<file path="src/rtl/red_pitaya_hk_gpio.sv">
// Housekeeping slave: ID and LED registers with heartbeat, plus a GPIO expansion
// bank with synchronised inputs, per-pin edge detection, sticky W1C status and IRQ.
module red_pitaya_hk_gpio #(
  parameter int          GPIO_W    = 8,
  parameter int          LED_W     = 8,
  parameter int          BLINK_BIT = 26,
  parameter logic [31:0] ID_VALUE  = 32'h00000002
) (
  input  logic              clk_i,
  input  logic              rstn_i,
  output logic [LED_W-1:0]  led_o,
  input  logic [GPIO_W-1:0] exp_p_dat_i,
  output logic [GPIO_W-1:0] exp_p_dat_o,
  output logic [GPIO_W-1:0] exp_p_dir_o,
  input  logic [GPIO_W-1:0] exp_n_dat_i,
  output logic [GPIO_W-1:0] exp_n_dat_o,
  output logic [GPIO_W-1:0] exp_n_dir_o,
  output logic              irq_o,
  input  logic [31:0]       sys_addr,
  input  logic [31:0]       sys_wdata,
  input  logic [3:0]        sys_sel,
  input  logic              sys_wen,
  input  logic              sys_ren,
  output logic [31:0]       sys_rdata,
  output logic              sys_err,
  output logic              sys_ack
);

  localparam logic [19:0] A_ID     = 20'h00000;
  localparam logic [19:0] A_DIR    = 20'h00010;
  localparam logic [19:0] A_OUT    = 20'h00014;
  localparam logic [19:0] A_IN     = 20'h00018;
  localparam logic [19:0] A_RISE   = 20'h0001C;
  localparam logic [19:0] A_FALL   = 20'h00020;
  localparam logic [19:0] A_STATUS = 20'h00024;
  localparam logic [19:0] A_IRQEN  = 20'h00028;
  localparam logic [19:0] A_LED    = 20'h00030;

  // Only 16 pins per bank fit the register layout (p at bit 0, n at bit 16).
  localparam int          GW16      = (GPIO_W > 16) ? 16 : GPIO_W;
  localparam logic [31:0] BANK_MASK = (32'd1 << GW16) - 32'd1;
  localparam logic [31:0] GPIO_MASK = BANK_MASK | (BANK_MASK << 16);
  localparam logic [31:0] LED_MASK  = ((32'd1 << LED_W) - 32'd1) & ~32'd1;

  logic [31:0] r_dir, r_out, r_rise_en, r_fall_en, r_status, r_irq_en, r_led;
  logic [31:0] r_sync1, r_sync2, r_hist, r_cnt, r_rdata;
  logic [1:0]  r_prime;
  logic        r_ack, r_irq;

  logic [31:0] w_pins, w_wmask, w_clr, w_rise, w_fall, w_rdata;
  logic [19:0] w_addr;
  logic        w_armed;
  logic        w_unused;

  assign w_addr  = sys_addr[19:0];
  assign w_wmask = {{8{sys_sel[3]}}, {8{sys_sel[2]}}, {8{sys_sel[1]}}, {8{sys_sel[0]}}};
  assign w_clr   = (sys_wen && w_addr == A_STATUS) ? (sys_wdata & w_wmask) : 32'd0;
  assign w_armed = (r_prime == 2'd3);
  assign w_rise  = w_armed ? ( r_sync2 & ~r_hist & r_rise_en) : 32'd0;
  assign w_fall  = w_armed ? (~r_sync2 &  r_hist & r_fall_en) : 32'd0;
  assign w_unused = ^{sys_addr[31:20], r_cnt};

  genvar gi;
  generate
    for (gi = 0; gi < 16; gi++) begin : g_pin_in
      if (gi < GPIO_W) begin : g_used
        assign w_pins[gi]      = exp_p_dat_i[gi];
        assign w_pins[gi + 16] = exp_n_dat_i[gi];
      end else begin : g_spare
        assign w_pins[gi]      = 1'b0;
        assign w_pins[gi + 16] = 1'b0;
      end
    end
    for (gi = 0; gi < GPIO_W; gi++) begin : g_pin_out
      if (gi < 16) begin : g_mapped
        assign exp_p_dat_o[gi] = r_out[gi];
        assign exp_n_dat_o[gi] = r_out[gi + 16];
        assign exp_p_dir_o[gi] = r_dir[gi];
        assign exp_n_dir_o[gi] = r_dir[gi + 16];
      end else begin : g_unmapped
        assign exp_p_dat_o[gi] = 1'b0;
        assign exp_n_dat_o[gi] = 1'b0;
        assign exp_p_dir_o[gi] = 1'b0;
        assign exp_n_dir_o[gi] = 1'b0;
      end
    end
  endgenerate

  always_comb begin
    w_rdata = 32'd0;
    case (w_addr)
      A_ID:     w_rdata = ID_VALUE;
      A_DIR:    w_rdata = r_dir;
      A_OUT:    w_rdata = r_out;
      A_IN:     w_rdata = r_sync2;
      A_RISE:   w_rdata = r_rise_en;
      A_FALL:   w_rdata = r_fall_en;
      A_STATUS: w_rdata = r_status;
      A_IRQEN:  w_rdata = r_irq_en;
      A_LED:    w_rdata = r_led;
      default:  w_rdata = 32'd0;
    endcase
  end

  always_ff @(posedge clk_i) begin
    if (!rstn_i) begin
      r_dir     <= 32'd0;
      r_out     <= 32'd0;
      r_rise_en <= 32'd0;
      r_fall_en <= 32'd0;
      r_irq_en  <= 32'd0;
      r_led     <= 32'd0;
      r_ack     <= 1'b0;
      r_rdata   <= 32'd0;
    end else begin
      r_ack <= sys_wen | sys_ren;
      if (sys_ren)
        r_rdata <= w_rdata;
      if (sys_wen) begin
        case (w_addr)
          A_DIR:   r_dir     <= (r_dir     & ~w_wmask) | (sys_wdata & w_wmask & GPIO_MASK);
          A_OUT:   r_out     <= (r_out     & ~w_wmask) | (sys_wdata & w_wmask & GPIO_MASK);
          A_RISE:  r_rise_en <= (r_rise_en & ~w_wmask) | (sys_wdata & w_wmask & GPIO_MASK);
          A_FALL:  r_fall_en <= (r_fall_en & ~w_wmask) | (sys_wdata & w_wmask & GPIO_MASK);
          A_IRQEN: r_irq_en  <= (r_irq_en  & ~w_wmask) | (sys_wdata & w_wmask & GPIO_MASK);
          A_LED:   r_led     <= (r_led     & ~w_wmask) | (sys_wdata & w_wmask & LED_MASK);
          default: ;
        endcase
      end
    end
  end

  // Input path: two-flop synchroniser, then history for edge detection.
  always_ff @(posedge clk_i) begin
    if (!rstn_i) begin
      r_sync1  <= 32'd0;
      r_sync2  <= 32'd0;
      r_hist   <= 32'd0;
      r_prime  <= 2'd0;
      r_status <= 32'd0;
      r_irq    <= 1'b0;
      r_cnt    <= 32'd0;
    end else begin
      r_sync1  <= w_pins;
      r_sync2  <= r_sync1;
      r_hist   <= r_sync2;
      if (!w_armed)
        r_prime <= r_prime + 2'd1;
      // A new event on the same cycle as its W1C wins.
      r_status <= (r_status & ~w_clr) | w_rise | w_fall;
      r_irq    <= |(r_status & r_irq_en);
      r_cnt    <= r_cnt + 32'd1;
    end
  end

  assign led_o     = {r_led[LED_W-1:1], r_cnt[BLINK_BIT]};
  assign irq_o     = r_irq;
  assign sys_ack   = r_ack;
  assign sys_rdata = r_rdata;
  assign sys_err   = 1'b0;

endmodule

</file>
<file path="config.mk">
export PLATFORM = sky130hd
export DESIGN_NAME = red_pitaya_hk_gpio
export DESIGN_NICKNAME = d
export VERILOG_FILES = /design/src/rtl/red_pitaya_hk_gpio.sv
export SDC_FILE = /design/constraint.sdc
export NUM_CORES = 1
export LEC_CHECK = 0
export CAP_MARGIN = 0
export CORE_MARGIN = 2
export CORE_UTILIZATION = 40
export DETAILED_ROUTE_END_ITERATION = 12
export SLEW_MARGIN = 20
export SYNTH_ARGS = -nofsm -noshare
export SYNTH_HDL_FRONTEND = slang
export SYNTH_SLANG_ARGS = --single-unit
export TNS_END_PERCENT = 1
</file>
<file path="constraint.sdc">
create_clock -name clk_i -period 7.25 [get_ports clk_i]
set_input_delay 1.45 -clock clk_i [delete_from_list [all_inputs] [get_ports clk_i]]
set_output_delay 1.45 -clock clk_i [all_outputs]
set_load 0.05 [all_outputs]
</file>
==> results summary, run 1 <==
In this run, synthesis inferred 0 flip-flops with an integrated enable. The tool flagged a number of max-cap violations equal to 0. For this design the ratio of total power to cell area is 243 nW/um^2.

The critical hold path startpoint is r_sync1[20]$_SDFF_PN0_. The total number of nets in the final design is 1636. The die boundary height came out at 187 um. The share of layout cells above drive strength 1 came out at 8.69%. The number of post-CTS setup repair buffers is 0. The prevailing post-synth register cell is sky130_fd_sc_hd__dfxtp_1. The number of buffers added by the clock tree synthesis step came out at 38. The routability-driven placement congestion ratio came out at 0.915.

The signal arrival time at the worst endpoint came out at 5.03 ns. The post-detailed-route wirelength per cell is 20.1 um. sky130_fd_sc_hd__dfxtp_1 takes more of the synthesized area than any other cell. The worst register-to-register path begins at r_cnt[2]$_SDFF_PN0_.

The number of fill cells came out at 3119. The path with the worst hold slack has its endpoint at r_sync2[20]$_SDFF_PN0_. The die width came out at 187 um. Along the worst hold path, the cell count comes to 1.

The actual transition at the worst max-transition pin came out at 1.13 ns. The clock tree buffer depth is 3. Detailed placement ended at an HPWL of 28000 um.

The nature of the critical path endpoint is a flip-flop. The number of port buffers is 149. The kind of start point of the critical path is a primary input. The CTS clock-pin slew for the worst setup and hold paths came out at 0.06 ns. In the routed design, unresolved DRC markers number 0. The placement row count is 67.

The synthesized netlist devotes 15.4% of its cell area to compound gates. Measured in cells, the most critical reg-to-reg path has a length of 6. The path class of the tightest hold or removal check is reg -> reg. The mean instance size in the synthesized netlist is 9.21 sq um.

By area, the combinational part of the netlist is dominated by simple AND/OR/NAND/NOR gates. The worst-case IR drop observed on VDD is 0.135 mV. Measured against its own limit, the worst slew margin works out to 24.0%. The largest net degree at the start of global routing came out at 83.

The finished layout holds 2025 standard cells, fillers aside. The timing-limited maximum frequency came out at 0.220 GHz. The area share of and/or/nand/nor cells after synthesis came out at 20.5%.

The first TritonRoute pass finished after 8 iterations. The clock latency reported for the late side of the worst-skew pair came out at 0.53 ns. The mapped netlist covers 13400 sq um. The mux contribution to synthesized area came out at 7.26%. Including well taps, the total number of placed cells is 1954. Ranked by instance count, the synthesized netlist is headed by sky130_fd_sc_hd__dfxtp_1 (335), sky130_fd_sc_hd__nand2_1 (188), sky130_fd_sc_hd__and2_1 (157). The die area is 35000 sq um.

The overall routing resource usage came out at 22.7%. The critical path in this run is classified as in -> reg. The total nets after synthesis came out at 1544.

The number of antenna violations at the first check in global routing came out at 1. Setup repair after global routing left no endpoint under its margin. After synthesis, the cell types taking the most area are sky130_fd_sc_hd__dfxtp_1 (50%), sky130_fd_sc_hd__and2_1 (7.3%), sky130_fd_sc_hd__nand2_1 (5.3%), sky130_fd_sc_hd__mux2i_1 (4.5%), sky130_fd_sc_hd__a21oi_1 (4.1%). The count of endpoints failing hold in the final timing report came out at 0. Of the post-synthesis cell area, the dominant cell type holds 50.1%.

The count of boundary I/O pins is 163. Wires add up to 40700 um. The reported leakage power came out at 0.00577 uW. The critical register-to-register path endpoint is r_cnt[25]$_SDFF_PN0_.

The synthesis-stage register bit count came out at 335. sky130_fd_sc_hd__dfxtp_1 is the most common cell in the netlist. The starting utilization of the core area is 40.2%. TritonCTS built the clock tree.

The number of slew-limit violations in the final report is 0. The layout overhead on the synthesized area came out at 21.3%. After technology mapping, the gate count stands at 1454. The post-cts resize count came out at 0. The total number of vias is 10863. Sequential cells were found to cover 50.1% of the synthesized design area. The residual antenna-violating net count after detailed routing is 0.

The run finished with clean final reports. The core box area came out at 33300 sq um. The total grt overflow is 0. The portion of the clock cycle consumed by the worst path in the final layout came out at 62.8%. The worst setup slack before clock tree synthesis came out at 2.29 ns. In this run, distinct cell masters in the synthesized netlist total 58.

The H-tree level count is 2. Setup total negative slack on the finished layout was measured at 0 ns. The largest clock skew in the final design came out at 0.0137 ns. The slack of the worst reg-to-reg path is 5.29 ns. The via count of the first global-routing pass came out at 10530. The final setup slack of the worst path came out at 2.70 ns.

The maximum fanout count along the critical path is 16. The via density per instance is 5.36. Setup violations remaining at the end of the flow were counted as 0. For this design, the sink count on the clock tree is 335. The root buffer cell is sky130_fd_sc_hd__clkbuf_16. The initial DRC count came out at 1068. The minimum clock period came out at 4.55 ns.

The xor/xnor share of the synthesized area is 1.44%. The synthesized netlist devotes 0.187% of its cell area to adder and majority cells. The data required time of the critical path came out at 7.72 ns. For this run, the number of Yosys warnings is 0. The share of synthesized registers carrying an async set or reset is 0%. The number of hold-repair buffers added at the cts stage is 0. The wire length of the first global-routing pass came out at 62100 um.
## layout make-up
class                   count  area [sq um]  area share, %
flip-flops and latches    335          6710           41.3
well taps                 448           561           3.45
repair buffers            165          1600           9.82
inverters                  24          92.6          0.570
clock buffers              58          1150           7.06
clock inverters            12           113          0.693
diodes                      1          2.50         0.0154
multi-input cells         982          6030           37.1
## metrics by stage
step           hold WS, ns  power [uW]  util (%)  cell area, sq um
2_1_floorplan        0.410        1980         -             13400
4_1_cts              0.429        3980      48.8             16200
6_report             0.426        3940      48.8             16300
3_3_place_gp         0.418        2070      45.0             15000
3_5_place_dp         0.418        2070      45.0             15000
5_1_grt              0.451        4060      48.8             16300
## cells in the final DEF, fill, tap and decap left out, types with 12 or more instances in the layout
cell / instances
sky130_fd_sc_hd__dfxtp_1: 335
sky130_fd_sc_hd__nand2_1: 188
sky130_fd_sc_hd__and2_1: 157
sky130_fd_sc_hd__clkdlybuf4s50_1: 146
sky130_fd_sc_hd__a21oi_1: 110
sky130_fd_sc_hd__o21ai_0: 84
sky130_fd_sc_hd__nor2_1: 81
sky130_fd_sc_hd__mux2i_1: 60
sky130_fd_sc_hd__a22oi_1: 43
sky130_fd_sc_hd__clkbuf_16: 39
sky130_fd_sc_hd__mux2_2: 29
sky130_fd_sc_hd__a22o_1: 29
sky130_fd_sc_hd__inv_1: 23
sky130_fd_sc_hd__nand3_1: 17
sky130_fd_sc_hd__nand3b_1: 16
sky130_fd_sc_hd__buf_4: 16
sky130_fd_sc_hd__xor2_1: 15
sky130_fd_sc_hd__a31oi_1: 14
sky130_fd_sc_hd__nand4_1: 13
sky130_fd_sc_hd__nor2b_1: 12
## power breakdown
| group | internal, uW | switching (uW) |
|---|---|---|
| combinational | 63.5 | 106 |
| sequential | 1860 | 8.45 |
| clock | 1140 | 772 |
## worst max-delay path by stage
stage,from,endpoint,cells after the start
floorplan,sys_addr[3],flip-flop,8
global placement,sys_addr[5],sys_rdata[31]$_SDFFE_PN0P_,7
detailed placement,sys_addr[5],r_rise_en[9]$_SDFFE_PN0P_,5
CTS,sys_addr[5],sys_rdata[25]$_SDFFE_PN0P_,7
global route,sys_addr[5],sys_rdata[31]$_SDFFE_PN0P_,7
finish,sys_addr[5],sys_rdata[25]$_SDFFE_PN0P_,7
## worst max-delay path, cell delays in order
cell                              delay (ns)
sky130_fd_sc_hd__clkdlybuf4s50_1        0.94
sky130_fd_sc_hd__nor2b_1                0.67
sky130_fd_sc_hd__nand2_1                0.37
sky130_fd_sc_hd__nor3_4                 0.87
sky130_fd_sc_hd__a22oi_1                0.29
sky130_fd_sc_hd__o221ai_1               0.23
sky130_fd_sc_hd__a22o_1                 0.17
## cells by family after synthesis
family,Yosys count
other,1
adders and majority gates,2
DFF,335
xor gates and xnor gates,22
muxes,91
buffers and inverters,137
AOI/OAI and AO/OA,329
and+or+nand+nor,537
## per-layer routing
metal	wire, um	share of wire, %	vias up	global-route usage, %
met5	0	0	-	0
met3	3100	7.6	94	3.96
met2	18500	46	469	36.3
li1	-	-	5214	-
met4	1530	3.7	0	9.95
met1	17500	43	5086	30.2
(Power assumes the default switching activity.)
==> run 2, diff against run 1 <==
==> constraint.sdc (replaced) <==
create_clock -name clk_i -period 4.7 [get_ports clk_i]
set_input_delay 0.94 -clock clk_i [delete_from_list [all_inputs] [get_ports clk_i]]
set_output_delay 0.94 -clock clk_i [all_outputs]
set_load 0.05 [all_outputs]
==> results summary, run 2 (synthesized netlist as in run 1, its figures left out) <==
The CTS clock-pin slew for the worst setup and hold paths is 0.06 ns. The slowest stage of the critical path is the sky130_fd_sc_hd__nor4_4 cell. The largest clock skew in the final design came out at 0.0108 ns. The total number of nets in the final design is 1658. The starting utilization of the core area is 40.2%. The final wirelength came out at 40400 um. The reported leakage power is 0.00582 uW. The part of the total power dissipated in the clock network is 46.2%. The number of buffers added by the clock tree synthesis step came out at 37.

After detailed routing, the average wire length per cell comes to 19.8 um. The via count of the first global-routing pass came to 10454. The post-cts resize count is 0. TritonCTS built the clock tree. The power spent charging and discharging nets is 1280 uW.

In the layout the commonest cells are sky130_fd_sc_hd__dfxtp_1 (335), sky130_fd_sc_hd__nand2_1 (188), sky130_fd_sc_hd__and2_1 (157). The design internal power is 4560 uW. Along the worst path, the maximum fanout reaches 21. Entering global routing, the biggest net connects 59 pins. The total inserted antenna cells is 0. Routability-driven placement finished with a final weighted congestion of 0.934. Setup repair after global routing left no endpoint under its margin. Leaving out fill and tap cells, the most frequent cell in the layout is sky130_fd_sc_hd__dfxtp_1.

The clock tree buffer depth came out at 3. The root buffer cell is sky130_fd_sc_hd__clkbuf_16. The worst stage delay on the critical path is 0.58 ns. The residual antenna-violating net count after detailed routing is 0.

The combinational fraction of design power is 4.5%. The actual transition at the worst max-transition pin is 0.922 ns. The number of clock sinks is 335. The count of buffer and inverter cells on the critical path is 3. The kind of start point of the critical path is a primary input. The data required time of the critical path came out at 5.10 ns. The placement row count is 67.

The routed layout has 10901 vias. Summed over all nets, the half-perimeter wirelength after detailed placement is 28500 um. The number of slew-limit violations in the final report came to 0.

Static timing analysis puts the maximum clock frequency at 0.299 GHz. On the critical path the largest part of the delay comes from simple AND/OR/NAND/NOR gates. The via density per instance came out at 5.36. The number of cells in the design after placement is 1977. The smallest clock period supported by the final layout is computed as 3.34 ns.

The H-tree level count came out at 2. The die width is 187 um. The number of antenna violations at the first check in global routing is 0. The max-cap check violation count came out at 0. The wire length of the first global-routing pass came out at 61700 um.

The count of non-filler cells in the finished layout is 2035. Adding up every negative setup slack in the final design gives 0 ns. In this run the tightest slew margin relative to its limit is 38.2%. The total grt overflow is 0.

The core box area is 33300 sq um. The first detailed-routing pass took 5 iterations. The layout overhead on the synthesized area came out at 21.5%. The portion of the clock cycle consumed by the worst path in the final layout came out at 71.1%.

The peak supply drop is 0.202 mV. The type of the most critical hold path is reg -> reg. Registers are responsible for 49.3% of the overall power.

In this run the post-CTS setup repair buffer count came out at 0. For this run, design rule violations remaining after detail routing come to 0. In this run the tool buffered the top-level ports with 149 buffer cells.

For the worst-skew pair, the clock arrives at the later sink with an insertion delay of 0.51 ns. The count of boundary I/O pins is 163. The share of layout cells above drive strength 1 is 9.26%. The floorplan step defined a die boundary enclosing 35000 sq um. The die boundary height came out at 187 um. The run finished with clean final reports.

The initial DRC count is 930. Across every metal layer, demand over resource in global routing totals 22.6%. The number of hold-repair buffers added at the cts stage is 0. The nature of the critical path endpoint is a flip-flop. The total power density per cell area is 359 nW/um^2. The worst setup path is of the in -> reg kind.

Of the total power, the share spent switching nets is 21.9%. Traced cell by cell, the critical path runs through clkdlybuf4s50_1, nor4_4, nand4_1, buf_4, nor3_2, buf_12, a31oi_1, and2_1. The signal arrival time at the worst endpoint came out at 3.74 ns. The count of endpoints failing hold in the final timing report came out at 0. The number of failing setup endpoints in the final timing report came out at 0.
-- run 2: cell count changes in the layout (fill, tap and decap cells not counted), sizes merged --
cell | before | now
inv | 26 | 24
buf | 19 | 42
clkinvlp | 2 | 0
clkbuf | 58 | 52
clkinv | 7 | 5
diode | 1 | 0
-- run 2: path summary, 6_finish.rpt --
path	start	end	slack, ns	cells after the start
worst max-delay path	sys_addr[10]	r_irq_en[10]$_SDFFE_PN0P_	1.36	8
worst min-delay path	r_sync1[16]$_SDFF_PN0_	r_sync2[16]$_SDFF_PN0_	0.43	1
worst max register to register	r_cnt[2]$_SDFF_PN0_	r_cnt[25]$_SDFF_PN0_	2.75	6
worst min register to register	r_sync1[16]$_SDFF_PN0_	r_sync2[16]$_SDFF_PN0_	0.43	1
-- run 2: power groups by stage --
stage | Clock [uW] | Combinational (uW) | Sequential (uW)
6_report | 2700 | 265 | 2880
5_1_grt | 2860 | 282 | 2880
4_1_cts | 2750 | 264 | 2880
3_5_place_dp | 0 | 263 | 2940
3_3_place_gp | 0 | 262 | 2940
2_1_floorplan | 0 | 119 | 2940
-- run 2: final cells by class --
cell class / instances / area, sq um
clock buffers: 52 / 1050
well taps: 448 / 561
fillers: 3121 / 17000
repair buffers: 188 / 1790
inverters: 24 / 92.6
flip-flops and latches: 335 / 6710
clock inverters: 6 / 55.1
multi-input cells: 982 / 6020
-- run 2: metrics by stage --
| step | util, % | cell area, sq um | total power [uW] | worst slack [ns] | hold slack [ns] |
|---|---|---|---|---|---|
| after global routing | 48.9 | 16300 | 6020 | 1.28 | 0.439 |
| after CTS | 48.9 | 16300 | 5890 | 1.45 | 0.430 |
| after detailed placement | 45.6 | 15200 | 3200 | 0.928 | 0.417 |
| after global placement | 45.6 | 15200 | 3200 | 0.925 | 0.414 |
| final | 48.9 | 16300 | 5840 | 1.36 | 0.429 |
| after floorplan | - | 13400 | 3050 | 1.92 | 0.410 |
-- run 2: metal layers --
layer	GRT usage (%)	routed length, um
met1	30.3	17800
met2	35.8	18200
met3	3.90	2710
met4	9.71	1580
met5	0	0
==> run 3, diff against run 2 <==
==> constraint.sdc (replaced) <==
create_clock -name clk_i -period 3.3 [get_ports clk_i]
set_input_delay 0.66 -clock clk_i [delete_from_list [all_inputs] [get_ports clk_i]]
set_output_delay 0.66 -clock clk_i [all_outputs]
set_load 0.05 [all_outputs]
==> results summary, run 3 (synthesized netlist as in run 1, its figures left out) <==
In the final timing run, aggregate negative setup slack is 0 ns. The number of cells in the design after placement is 2014. Walking the worst path, the cells encountered are clkdlybuf4s50_1, or4b_1, nor4_1, buf_4, a22oi_1, nand3_1, a22o_1. The critical path contains buffers and inverters numbering 2 combined. The H-tree was split into 2 levels. The number of hold-repair buffers added at the cts stage is 0. The relative slew slack came out at 38.9%. The library cell used most frequently in the layout, excluding fill and tap cells, is sky130_fd_sc_hd__dfxtp_1. For this block, the via count after detailed routing is 11010. Measured along the x axis, the die boundary spans 187 um. Summing all placed instances gives a cell area of 15500 sq um. CTS saw 335 sinks. In this run the core area contains 67 standard-cell rows. After detailed routing, the total wire length is 40900 um.

The largest net degree at the start of global routing is 133. The count of endpoints failing hold in the final timing report was 0. For this block, the initial DRC count from the detailed router was 916. The HPWL reported at the end of detailed placement is 29500 um.

The multi-input combinational cells in the finished layout cover a total of 6020 sq um. The via density per instance is 5.30. For this run, the post-layout net count is 1694. The number of slew-limit violations in the final report came out at 0. TritonCTS built the clock tree. From synthesis to final layout, the design area changed by 24.9%. The total grt overflow is 0. The post-route worst hold slack is 0.429 ns. The slowest stage of the critical path belongs to the cell sky130_fd_sc_hd__or4b_1. Of the cells placed in the final design, the portion with a size suffix greater than 1 is 11.7%. The starting utilization of the core area came out at 40.2%.

The portion of the clock cycle consumed by the worst path in the final layout came out at 84.6%. The first-pass iteration count of the detailed router came out at 6. The residual antenna-violating net count after detailed routing is 0. Setup repair after global routing left no endpoint under its margin.

The library cells used most frequently in the layout, excluding fill and tap cells, are sky130_fd_sc_hd__dfxtp_1 (335), sky130_fd_sc_hd__nand2_1 (188), sky130_fd_sc_hd__and2_1 (157). The number of fill cells is 3128. IR analysis of the VDD net gives a maximum drop of 0.301 mV. The flow ran to the end, and the final reports show no timing, DRC or antenna violations. The worst setup path is captured at a flip-flop. The largest clock skew in the final design came out at 0.0205 ns. The via count of the first global-routing pass came out at 10621. The total non-filler cell area in the finished layout is 16700 sq um. STA classifies the critical path startpoint as a primary input.

The worst stage delay on the critical path came out at 0.64 ns. TritonCTS created 36 clock buffers. At the end of routability-driven placement, the weighted congestion stood at 0.912. After clock tree synthesis, the setup repair step added 0 buffers.

The core box area is 33300 sq um. The die area is 35000 sq um. The max-cap check violation count came out at 0. The overall routing resource usage came out at 22.8%.

Input and output buffers added on the ports amount to 149. The maximum fanout count along the critical path came out at 5. The clock passes through at most 3 buffers. The count of non-filler cells in the finished layout is 2078.

Across the whole layout, storage elements account for 6710 sq um. The post-cts resize count came out at 0. In this run the vertical extent of the chip is 187 um. Setup violations remaining at the end of the flow were counted as 0.

The total power density per cell area came out at 522 nW/um^2. In the routed design, unresolved DRC markers number 0. The data required time of the critical path came out at 3.76 ns. The count of boundary I/O pins is 163. Data on the critical path arrives at its endpoint at 3.26 ns. The minimum clock period is 2.79 ns.

The CTS clock-pin slew for the worst setup and hold paths is 0.06 ns. The cell family with the largest share of critical-path delay is simple AND/OR/NAND/NOR gates. The utilization of the core after routing is 50.3%. The post-detailed-route wirelength per cell came out at 19.7 um. The tree is rooted in a sky130_fd_sc_hd__clkbuf_16. At the later pin of the worst-skew pair, clock insertion delay measures 0.53 ns. The worst setup path is of the in -> reg kind. The number of antenna violations at the first check in global routing was 0. The timing-limited maximum frequency came out at 0.358 GHz. The first global-routing pass estimated 62300 um of wire. In this run the worst hold path is classified as reg -> reg. At the pin with the least slew margin, the transition time is 0.912 ns. The reported leakage power is 0.00608 uW.
==> run 3: layer usage <==
metal / track usage, % / wire length, um
met5: 0 / 0
met4: 7.48 / 1230
met3: 4.20 / 2550
met2: 36.7 / 18700
met1: 30.9 / 18500
==> run 3: path summary, 6_finish.rpt <==
kind | startpoint | cells past startpoint | end | slack, ns
max | sys_addr[4] | 7 | sys_rdata[5]$_SDFFE_PN0P_ | 0.51
min | r_sync1[2]$_SDFF_PN0_ | 1 | r_sync2[2]$_SDFF_PN0_ | 0.43
max reg2reg | r_cnt[2]$_SDFF_PN0_ | 6 | r_cnt[25]$_SDFF_PN0_ | 1.31
min reg2reg | r_sync1[2]$_SDFF_PN0_ | 1 | r_sync2[2]$_SDFF_PN0_ | 0.43
==> run 3: where the power goes <==
part	leakage, uW	switching [uW]	internal (uW)
Combinational	0.00275	236	155
Sequential	0.00271	17.7	4080
Clock	0.000620	1610	2640
==> run 3: layout make-up <==
type,count,area share [%]
inverter,24,0.554
clock inverter,15,1.39
clock buffer,48,6.08
multi-input combinational,982,36.0
tap,448,3.35
antenna,1,0.0150
timing repair buffer,225,12.5
sequential,335,40.1
==> run 3: metrics by stage <==
step,setup WS [ns],power [uW]
global placement,0.0740,4570
floorplan,0.800,4350
finish,0.508,8740
detailed placement,0.0525,4580
global route,0.365,9030
CTS,0.566,8810
